==> src/rtl/ddr2_cmd_arb.sv <==
// Command-bus scheduler for the DDR2 controller: auto-refresh timer plus refresh/write/read grant FSM.
// Define DDR2_ARB_RR_EN for write/read round robin; the default build gives write fixed priority over read.
module ddr2_cmd_arb #(
    parameter int TREFI_CYC    = 1560,
    parameter int MAX_POSTPONE = 8
) (
    input  logic       ck,
    input  logic       rst,
    input  logic       init_done,
    input  logic       wr_req,
    output logic       wr_ack,
    input  logic       wr_done,
    input  logic       rd_req,
    output logic       rd_ack,
    input  logic       rd_done,
    output logic       ref_start,
    input  logic       ref_done,
    output logic [3:0] ref_pending,
    output logic       ref_ovf,
    output logic [1:0] arb_state
);

    typedef enum logic [1:0] {
        S_IDLE    = 2'd0,
        S_WRITE   = 2'd1,
        S_READ    = 2'd2,
        S_REFRESH = 2'd3
    } state_t;

    state_t      r_state;
    logic [15:0] r_timer;
    logic [3:0]  r_pend;
    logic        r_ovf;
    logic        r_wr_ack;
    logic        r_rd_ack;
    logic        r_ref_start;
    logic        w_tick;
    logic        w_pick_wr;

    assign w_tick = init_done && (r_timer == 16'(TREFI_CYC - 1));

    always_ff @(posedge ck) begin
        if (rst || !init_done || w_tick) r_timer <= 16'd0;
        else                             r_timer <= r_timer + 16'd1;
    end

    // The decrement lands in the cycle ref_start is visible, so a tick in that cycle cancels it.
    always_ff @(posedge ck) begin
        if (rst) begin
            r_pend <= 4'd0;
            r_ovf  <= 1'b0;
        end else if (w_tick && !r_ref_start) begin
            if (r_pend == 4'(MAX_POSTPONE)) r_ovf  <= 1'b1;
            else                            r_pend <= r_pend + 4'd1;
        end else if (!w_tick && r_ref_start) begin
            r_pend <= r_pend - 4'd1;
        end
    end

`ifdef DDR2_ARB_RR_EN
    logic r_rr_wr;

    // Set means write wins the next tie.
    always_ff @(posedge ck) begin
        if (rst)           r_rr_wr <= 1'b1;
        else if (r_wr_ack) r_rr_wr <= 1'b0;
        else if (r_rd_ack) r_rr_wr <= 1'b1;
    end

    assign w_pick_wr = wr_req && (!rd_req || r_rr_wr);
`else
    assign w_pick_wr = wr_req;
`endif

    always_ff @(posedge ck) begin
        if (rst) begin
            r_state     <= S_IDLE;
            r_wr_ack    <= 1'b0;
            r_rd_ack    <= 1'b0;
            r_ref_start <= 1'b0;
        end else begin
            r_wr_ack    <= 1'b0;
            r_rd_ack    <= 1'b0;
            r_ref_start <= 1'b0;
            case (r_state)
                S_IDLE: begin
                    if (init_done) begin
                        if (r_pend != 4'd0) begin
                            r_state     <= S_REFRESH;
                            r_ref_start <= 1'b1;
                        end else if (w_pick_wr) begin
                            r_state  <= S_WRITE;
                            r_wr_ack <= 1'b1;
                        end else if (rd_req) begin
                            r_state  <= S_READ;
                            r_rd_ack <= 1'b1;
                        end
                    end
                end
                S_WRITE:   if (wr_done)  r_state <= S_IDLE;
                S_READ:    if (rd_done)  r_state <= S_IDLE;
                S_REFRESH: if (ref_done) r_state <= S_IDLE;
                default:   r_state <= S_IDLE;
            endcase
        end
    end

    assign wr_ack      = r_wr_ack;
    assign rd_ack      = r_rd_ack;
    assign ref_start   = r_ref_start;
    assign ref_pending = r_pend;
    assign ref_ovf     = r_ovf;
    assign arb_state   = r_state;

endmodule

==> config.mk <==
export PLATFORM = sky130hd
export DESIGN_NAME = ddr2_cmd_arb
export DESIGN_NICKNAME = d
export VERILOG_FILES = /design/src/rtl/ddr2_cmd_arb.sv
export SDC_FILE = /design/constraint.sdc
export NUM_CORES = 1
export LEC_CHECK = 0
export ABC_AREA = 0
export CAP_MARGIN = 5
export CORE_MARGIN = 4
export CORE_UTILIZATION = 41
export DETAILED_ROUTE_END_ITERATION = 12
export GPL_TIMING_DRIVEN = 1
export PLACE_DENSITY_LB_ADDON = 0.25
export SKIP_CTS_REPAIR_TIMING = 1
export SYNTH_ARGS = -nofsm -noshare
export SYNTH_HDL_FRONTEND = slang
export SYNTH_SLANG_ARGS = --single-unit
==> constraint.sdc <==
create_clock -name ck -period 4 [get_ports ck]
set_clock_uncertainty 0.05 [all_clocks]
set_input_delay 0.8 -clock ck [delete_from_list [all_inputs] [get_ports ck]]
set_output_delay 0.8 -clock ck [all_outputs]
set_load 0.01 [all_outputs]
==> metrics.md, run 1 <==
| Metric | Value |
|---|---|
| Status | finished, final reports clean |
| Synth area leader | dfxtp_1 |
| Startpoint Class | primary input |
| Peak supply drop | 156 uV |
| Flop2flop setup slack | 1.24 ns |
| Final Slew Violations | 0 |
| Final-stage net count | 167 |
| Starting Density | 42.6% |
| Ys async rst share | 0% |
| Multi-input logic area | 754 sq um |
| Final setup vio count | 0 |
| RSZ-0062 raised after global routing | false |
| Vias in the first global route | 989 |
| Die area | 4140 sq um |
| Ys Warns | 0 |
| Syn_area_per_cell | 9.64 sq um |
| Post-synth EDFFs | 0 |
| Part of the power in registers | 65.6% |
| Vias per std cell | 5.07 |
| R2R Path End | ref_pending[3] |
| FILL cells | 314 |
| # diodes | 0 |
| Setup TNS | 0 ns |
| Worst Reg-to-Reg Cells | 9 |
| Max Freq | 0.310 GHz |
| Crit-path max FO | 5 |
| Kind of critical path | primary input to flop |
| Final min period | 3.22 ns |
| Main synth FF type | dfxtp_1 |
| CTS Buf Count | 3 |
| Post-synth top area share | 40.0% |
| P per Cell Area | 264 nW/um^2 |
| Worst path cell trace | clkdlybuf4s50_1, nor4b_2, nand4_4, or2_2, ha_1, nand3_1, a211o_1, mux2i_1, mux2_2 |
| Row count | 20 |
| Distinct cells, synth | 35 |
| Core Box Area | 3050 sq um |
| Max-cap violations | 0 |
| Worst min path class | flop to flop |
| First-pass GRT wire length | 4.28 mm |
| CTS clock-pin slew for the worst setup and hold paths | 0.13 ns |
| Yosys reg bits | 26 |
| Hold endpoint | r_timer[0] |
| Clock share of power | 26.2% |
| Leakage dissipation | 0.534 nW |
| Dpl ws | 0.416 ns |
| Total number of vias | 999 |
| Register area share after synthesis | 40.0% |
| PortBufs | 17 |
| Worst-margin pin slew | 0.633 ns |
| Layout cell share with drive strength beyond 1 | 9.15% |
| All-Layer GR Usage | 13.1% |
| Slowest-stage cell, CP | clkdlybuf4s50_1 |
| Setup ws final | 0.778 ns |
| P_int | 316 uW |
| CTS tree | done |
| CTS Root Cell | clkbuf_4 |
| DR pass1 iterations | 4 |
| Top cells by area, synth | dfxtp_1 (40%), nor2_1 (7.2%), xnor2_1 (5.4%) |
| DRC | 0 |
| Boundary Pins | 18 |
| Arrival time of the worst setup path | 3.39 ns |
| Wire per inst | 12.3 microns |
| Most common cell in the netlist | dfxtp_1 |
| Worst setup EP type | flop |
| Htree depth | 1 |
| Mapped Area | 1300 sq um |
| Top post-synthesis cells by count | dfxtp_1 (26), nor2_1 (25), xnor2_1 (8) |
| Slowest stage delay, CP | 0.50 ns |
| Final GP Congestion | 0.770 |
| Final Hold Viols | 0 |
| Hold path depth | 1 |
| Largest net degree at the start of global routing | 17 |
| Worst Path Required | 4.16 ns |
| Switching pwr | 89.5 uW |
| Period utilization | 80.5% |
| Die W | 64.3 microns |
| Die height | 64.3 microns |
| Post-Synthesis Cells | 135 |
| Initial DRC count | 28 |
| Post-DP HPWL | 1.91 mm |
| CP top delay family | simple AND/OR/NAND/NOR gates |
| Total routed wirelength | 2.42 mm |
| Combinational share of power | 8.2% |
| Initial antenna violation count | 0 |
| Post-DRT Antenna Nets | 0 |
| Register area | 520 sq um |
| Clock Tree Buf Depth | 2 |
| Mapped Nets | 147 |
| CTS sink count | 26 |
| Remaining global-route overflow | 0 |
| Beginning of the worst register-to-register path | r_timer[0] |
| Crit path buf inv count | 1 |
| Rel. slew slack | 57.4% |
| Beginning of the worst hold path | r_timer[0] |
| Switching share of power | 22.1% |
| Worst skew pair latency | 0.31 ns |
| Synth-to-Final Area Change | 18.2% |
==> power by group through the flow <==
stage | clock network, mW | logic [mW] | registers (mW)
after CTS | 0.112 | 0.0337 | 0.266
after floorplan | 0 | 0.0166 | 0.273
after global placement | 0 | 0.0328 | 0.272
after detailed placement | 0 | 0.0337 | 0.272
final | 0.106 | 0.0332 | 0.266
after global routing | 0.126 | 0.0370 | 0.267
==> cells in the final DEF (no fill, tap or decap), types with 2 or more instances in the layout <==
cell type,count
mux2_4,2
nor3_1,3
a21oi_1,6
and3_1,2
nor4_1,3
nand2b_1,3
nand4_1,5
xnor2_1,8
xor2_1,6
mux2i_1,4
nor2b_1,3
clkdlybuf4s50_1,17
ha_1,3
nand2_1,4
inv_1,4
clkbuf_4,3
nor2_1,25
nand3_1,7
dfxtp_1,26
and4_1,4
==> metal layers <==
metal | wire length, microns | global-route usage, % | vias to the layer above
met1 | 1100 | 15.0 | 468
met3 | 75 | 2.64 | 4
li1 | - | - | 508
met5 | 0 | 0 | -
met2 | 1200 | 23.5 | 19
met4 | 43 | 5.54 | 0
==> worst max-delay path by stage <==
stage / endpoint / depth (start not counted) / slack, ns / from
floorplan: ref_pending[3] / 8 / 1.11 / init_done
global placement: ref_pending[3] / 9 / 0.54 / init_done
detailed placement: ref_pending[3] / 9 / 0.42 / init_done
CTS: ref_pending[3] / 9 / 0.78 / init_done
global route: ref_pending[3] / 9 / 0.68 / init_done
finish: ref_pending[3] / 9 / 0.78 / init_done
==> logic make-up after synthesis <==
group / count (synthesis) / synth area share [%]
fa+ha+maj: 4 / 4.42
mux: 8 / 7.98
flops: 26 / 40.0
simple gates: 68 / 31.8
xor+xnor: 14 / 9.42
compound gates: 9 / 4.33
buf+inv: 6 / 2.02
==> metrics by stage <==
step,hold WS [ns],area (sq um),std cells,util [%],power (mW)
2_1_floorplan,0.379,1300,135,-,0.289
3_3_place_gp,0.396,1520,194,49.6,0.305
3_5_place_dp,0.411,1520,194,49.6,0.306
4_1_cts,0.442,1540,197,50.4,0.412
5_1_grt,0.471,1540,197,50.4,0.430
6_report,0.434,1540,197,50.4,0.406
==> area by class of cell <==
class,count,area share [%]
inverters,4,0.976
well taps,44,3.58
repair buffers,17,11.1
flip-flops and latches,26,33.8
clock buffers,3,1.46
multi-input cells,103,49.1
==> flip-flops by register name, indices dropped and copies added, names as in the netlist <==
signal,flops
r_timer,16
ref_pending,4
ref_ovf,1
rd_ack,1
arb_state,2
ref_start,1
wr_ack,1
Power figures use the tool's default switching activity.
==> inputs of run 2 (changes only) <==
Clock period 4 ns to 2.9 ns, I/O delays scaled along.
==> run 2 against run 1 <==
Routed wire length shrank 0.66%; critical path depth is the same; sequential power grew 38%; flip-flop and latch count is the same; clock power grew 69%; combinational power grew 48%; via count grew 0.60%; total power grew 47%; sequential share of layout area shrank 1.3 points; setup slack lost 0.65 ns; largest cell class unchanged.
==> metrics.md, run 2 (synthesized netlist as in run 1, its figures left out) <==
| Metric | Value |
|---|---|
| Startpoint Class | primary input |
| Total routed wirelength | 2.40 mm (-0.66%) |
| Arrival time of the worst setup path | 2.95 ns (-0.44 ns) |
| CTS Buf Count | 3 (unchanged) |
| CTS sink count | 26 (unchanged) |
| Max Freq | 0.361 GHz |
| Peak supply drop | 276 uV (+77%) |
| Core Box Area | 3050 sq um (unchanged) |
| Clock Tree Buf Depth | 2 (unchanged) |
| Final instance area | 1600 sq um (+3.9%) |
| Kind of critical path | primary input to flop |
| Setup ws final | 0.128 ns (-0.651 ns) |
| Status | finished, final reports clean |
| Most frequent cells in the layout | dfxtp_1 (26), nor2_1 (25), clkdlybuf4s50_1 (17) |
| PortBufs | 17 (unchanged) |
| Initial antenna violation count | 0 (unchanged) |
| Final min period | 2.77 ns |
| Dpl ws | -0.287 ns (-0.703 ns) |
| Initial DRC count | 47 (+68%) |
| Final-stage net count | 172 (+3.0%) |
| Worst min path class | flop to flop |
| Boundary Pins | 18 (unchanged) |
| Flop2flop setup slack | 0.25 ns (-0.99 ns) |
| Remaining global-route overflow | 0 (unchanged) |
| Total number of vias | 1,005 (+0.60%) |
| Rel. slew slack | 61.0% (+3.6 points) |
| Final core utilization | 52.3% (+2.0 points) |
| CTS Root Cell | clkbuf_4 |
| DRC | 0 (unchanged) |
| Worst skew pair latency | 0.31 ns (about the same) |
| Non-Filler Instances | 203 (+3.0%) |
| Final GP Congestion | 0.840 (+9.0%) |
| Vias in the first global route | 1,010 (+2.1%) |
| Top reg by flops | r_timer |
| Leakage dissipation | 0.570 nW (+6.7%) |
| Layout cell share with drive strength beyond 1 | 12.6% (+3.4 points) |
| Final Hold Viols | 0 (unchanged) |
| Final setup vio count | 0 (unchanged) |
| CTS clock-pin slew for the worst setup and hold paths | 0.14 ns (about the same) |
| Synth-to-Final Area Change | 22.8% |
| Hold Worst Slack | 0.427 ns (-0.00620 ns) |
| Worst-margin pin slew | 0.580 ns (-0.0529 ns) |
| Htree depth | 1 (unchanged) |
| Vias per std cell | 4.95 (-2.4%) |
| CTS tree | done |
| RSZ-0062 raised after global routing | false |
| P per Cell Area | 373 nW/um^2 (+41%) |
| Die W | 64.3 microns (unchanged) |
| Max-cap violations | 0 (unchanged) |
| # diodes | 0 (unchanged) |
| Die height | 64.3 microns (unchanged) |
| Row count | 20 (unchanged) |
| Crit-path max FO | 3 (-2) |
| Number of flip-flops in the largest register | 16 (unchanged) |
| Period utilization | 95.6% |
| Starting Density | 42.6% (unchanged) |
| Die area | 4140 sq um (unchanged) |
| First-pass GRT wire length | 4.48 mm (+4.5%) |
| Placed cell area | 1550 sq um (+2.5%) |
| DR pass1 iterations | 4 (unchanged) |
| Dpl cells | 199 (+2.6%) |
| Worst Path Required | 3.08 ns (-1.08 ns) |
| Post-DRT Antenna Nets | 0 (unchanged) |
| Wire per inst | 11.8 microns (-3.6%) |
| Commonest non-fill, non-tap cell in the layout | dfxtp_1 |
| Largest net degree at the start of global routing | 17 (unchanged) |
| All-Layer GR Usage | 13.3% (+0.16 points) |
| Post-DP HPWL | 1.88 mm (-1.6%) |
| Final Slew Violations | 0 (unchanged) |
| Worst setup EP type | flop |
==> run 2: cell types whose count changed in the layout (fill, tap and decap cells not counted), sizes merged <==
cell and delta:
clkbuf +1, buf +5
==> run 2: report_power, final <==
group | internal, mW | total, mW | switching (mW)
clock | 0.0767 | 0.179 | 0.103
combinational | 0.0278 | 0.0490 | 0.0212
sequential | 0.362 | 0.367 | 0.00492
==> run 2: cell type report <==
| cell class | count | area (sq um) |
|---|---|---|
| sequential | 26 | 520 |
| inverter | 4 | 15.0 |
| fill | 295 | 1460 |
| multi-input combinational | 103 | 763 |
| tap | 44 | 55.1 |
| timing repair buffer | 22 | 208 |
| clock buffer | 4 | 36.3 |
==> run 2: layer usage <==
layer | vias up | track usage (%) | share of wire (%)
li1 | 521 | - | -
met1 | 470 | 15.7 | 45
met2 | 12 | 24.0 | 52
met3 | 2 | 3.69 | 2.6
met4 | 0 | 2.37 | 0.87
met5 | - | 0 | 0
==> run 2: through the flow <==
| stage | power [mW] | setup TNS, ns |
|---|---|---|
| 6_report | 0.596 | 0 |
| 3_5_place_dp | 0.424 | -0.358 |
| 3_3_place_gp | 0.422 | -0.229 |
| 2_1_floorplan | 0.399 | 0 |
| 4_1_cts | 0.607 | 0 |
| 5_1_grt | 0.627 | 0 |
==> run 2: critical path: stages <==
cell             delay [ns]
clkdlybuf4s50_1        0.48
nor4b_4                0.25
nand4_4                0.12
or2_2                  0.32
ha_1                   0.33
a21oi_1                0.10
a211o_1                0.30
mux2i_1                0.14
mux2_2                 0.34
==> run 2: worst paths after layout <==
path	cells after the start	from	end
setup / recovery	9	init_done	ref_pending[3]
setup reg to reg	9	r_timer[0]	ref_pending[3]
hold / removal	1	r_timer[0]	r_timer[0]
hold reg to reg	1	r_timer[0]	r_timer[0]
==> inputs of run 3 (changes only) <==
Settings changed: CORE_UTILIZATION 41 to 48.
==> run 3 against run 2 <==
Flip-flop and latch count did not move; sequential power barely moved; total power rose by 1.3%; register-to-register slack barely moved; critical path depth did not move; via count rose by 4.9%; final cell count fell by 6.9%; setup slack got worse by 0.055 ns; first-iteration DRC count fell by 32%; critical path type unchanged.
==> metrics.md, run 3 (synthesized netlist as in run 1, its figures left out) <==
| Metric | Value |
|---|---|
| Top sig layer | met4 |
| Period utilization | 97.5% (+1.9 points) |
| Final GP Congestion | 0.731 (-13%) |
| P per Cell Area | 382 nW/um^2 (+2.4%) |
| Boundary Pins | 18 (unchanged) |
| Worst-margin pin slew | 0.646 ns (+0.0661 ns) |
| Max Freq | 0.354 GHz (-2.0%) |
| Core Box Area | 2520 sq um (-17%) |
| Clock Tree Buf Depth | 2 (unchanged) |
| Crit path buf inv count | 1 (unchanged) |
| Worst path cell trace | clkdlybuf4s50_1, nor4b_4, nand4_4, or2_2, ha_1, a21oi_1, a211o_1, mux2i_1, mux2_2 |
| Rel. slew slack | 56.5% (-4.4 points) |
| Remaining global-route overflow | 0 (unchanged) |
| Multi-input logic area | 763 sq um (unchanged) |
| Final Hold Viols | 0 (unchanged) |
| First-pass GRT wire length | 4.47 mm (-0.16%) |
| Kind of critical path | primary input to flop |
| M1 wire length | 1.20 mm (+11%) |
| PortBufs | 17 (unchanged) |
| Dpl cells | 185 (-7.0%) |
| Final Slew Violations | 0 (unchanged) |
| CTS Buf Count | 3 (unchanged) |
| Met2 WL | 1.25 mm (about the same) |
| Vias in the first global route | 999 (-1.1%) |
| Largest net degree at the start of global routing | 17 (unchanged) |
| Most frequent cells in the layout | dfxtp_1 (26), nor2_1 (25), clkdlybuf4s50_1 (17) |
| Row count | 18 (-10%) |
| Die area | 3610 sq um (-13%) |
| Crit-path max FO | 3 (unchanged) |
| CP top delay family | simple AND/OR/NAND/NOR gates |
| Post-DP HPWL | 1.91 mm (+1.6%) |
| Initial antenna violation count | 0 (unchanged) |
| Met3 wire length | 98 microns (+56%) |
| Initial DRC count | 32 (-32%) |
| Status | finished, final reports clean |
| Arrival time of the worst setup path | 3.01 ns (+0.06 ns) |
| Vias per std cell | 5.58 (+13%) |
| Die height | 60.1 microns (-6.6%) |
| Total number of vias | 1,054 (+4.9%) |
| Total chip power | 603 uW (+1.3%) |
| All-Layer GR Usage | 16.3% (+3.1 points) |
| Worst min path class | flop to flop |
| Worst skew pair latency | 0.32 ns (about the same) |
| Non-Filler Instances | 189 (-6.9%) |
| Final core utilization | 62.6% (+10 points) |
| Die W | 60.1 microns (-6.6%) |
| Setup TNS | 0 ns (unchanged) |
| Register area | 520 sq um (unchanged) |
| Htree depth | 1 (unchanged) |
| Number of flip-flops in the largest register | 16 (unchanged) |
| # diodes | 0 (unchanged) |
| Final min period | 2.83 ns (+0.0553 ns) |
| CTS tree | done |
| Post-DRT Antenna Nets | 0 (unchanged) |
| Leakage dissipation | 0.570 nW (unchanged) |
| Final setup vio count | 0 (unchanged) |
| Wire per inst | 13.8 microns (+16%) |
| Max-cap violations | 0 (unchanged) |
| Total routed wirelength | 2.60 mm (+8.2%) |
| Peak supply drop | 245 uV (-11%) |
| Worst Path Required | 3.08 ns (about the same) |
| Layout cell share with drive strength beyond 1 | 12.6% (unchanged) |
| Slowest stage delay, CP | 0.51 ns (+0.03 ns) |
| Commonest non-fill, non-tap cell in the layout | dfxtp_1 |
| CTS Root Cell | clkbuf_4 |
| FILL cells | 219 (-26%) |
| Final-stage net count | 172 (unchanged) |
| Startpoint Class | primary input |
| DR pass1 iterations | 4 (unchanged) |
| Top reg by flops | r_timer |
| Starting Density | 51.6% (+9.0 points) |
| DRC | 0 (unchanged) |
| CTS sink count | 26 (unchanged) |
| Slowest-stage cell, CP | clkdlybuf4s50_1 |
| Synth-to-Final Area Change | 21.4% |
| Worst setup EP type | flop |
| CTS clock-pin slew for the worst setup and hold paths | 0.14 ns (about the same) |
==> run 3: cell counts in the layout (fill, tap and decap cells not counted) <==
No cell type changed its count.
==> run 3: layout make-up <==
cell class,count,share of cell area [%]
inverters,4,0.950
multi-input cells,103,48.3
repair buffers,22,13.1
clock buffers,4,2.30
flip-flops and latches,26,32.9
well taps,30,2.38
==> run 3: layer usage <==
| metal | GRT usage [%] | vias up |
|---|---|---|
| met3 | 2.81 | 7 |
| met4 | 7.59 | 0 |
| li1 | - | 528 |
| met5 | 0 | - |
| met2 | 25.8 | 23 |
| met1 | 21.6 | 496 |
==> run 3: worst reg2reg max path: stages, from the launching register on <==
cell	delay [ns]
dfxtp_1	0.40
ha_1	0.24
and4_1	0.26
nand4_4	0.08
or2_2	0.32
ha_1	0.33
a21oi_1	0.10
a211o_1	0.29
mux2i_1	0.14
mux2_2	0.34
==> run 3: stage by stage <==
stage / worst slack [ns] / hold WS [ns] / area (sq um)
3_3_place_gp: -0.219 / 0.390 / 1540
6_report: 0.0723 / 0.431 / 1580
2_1_floorplan: 0.227 / 0.379 / 1300
4_1_cts: 0.0561 / 0.437 / 1570
3_5_place_dp: -0.287 / 0.404 / 1540
5_1_grt: -0.00310 / 0.478 / 1580
==> run 3: power by group <==
part / switching [mW] / total [mW] / internal, mW / leakage (nW)
Combinational: 0.0222 / 0.0500 / 0.0278 / 0.339
Clock: 0.109 / 0.186 / 0.0768 / 0.0210
Sequential: 0.00477 / 0.367 / 0.363 / 0.210
==> run 3: final timing paths <==
kind | endpoint | slack, ns | cells past startpoint | startpoint
hold reg to reg | r_timer[0] | 0.43 | 1 | r_timer[0]
hold / removal | r_timer[0] | 0.43 | 1 | r_timer[0]
setup reg to reg | ref_pending[3] | 0.26 | 9 | r_timer[0]
setup / recovery | ref_pending[3] | 0.07 | 9 | init_done
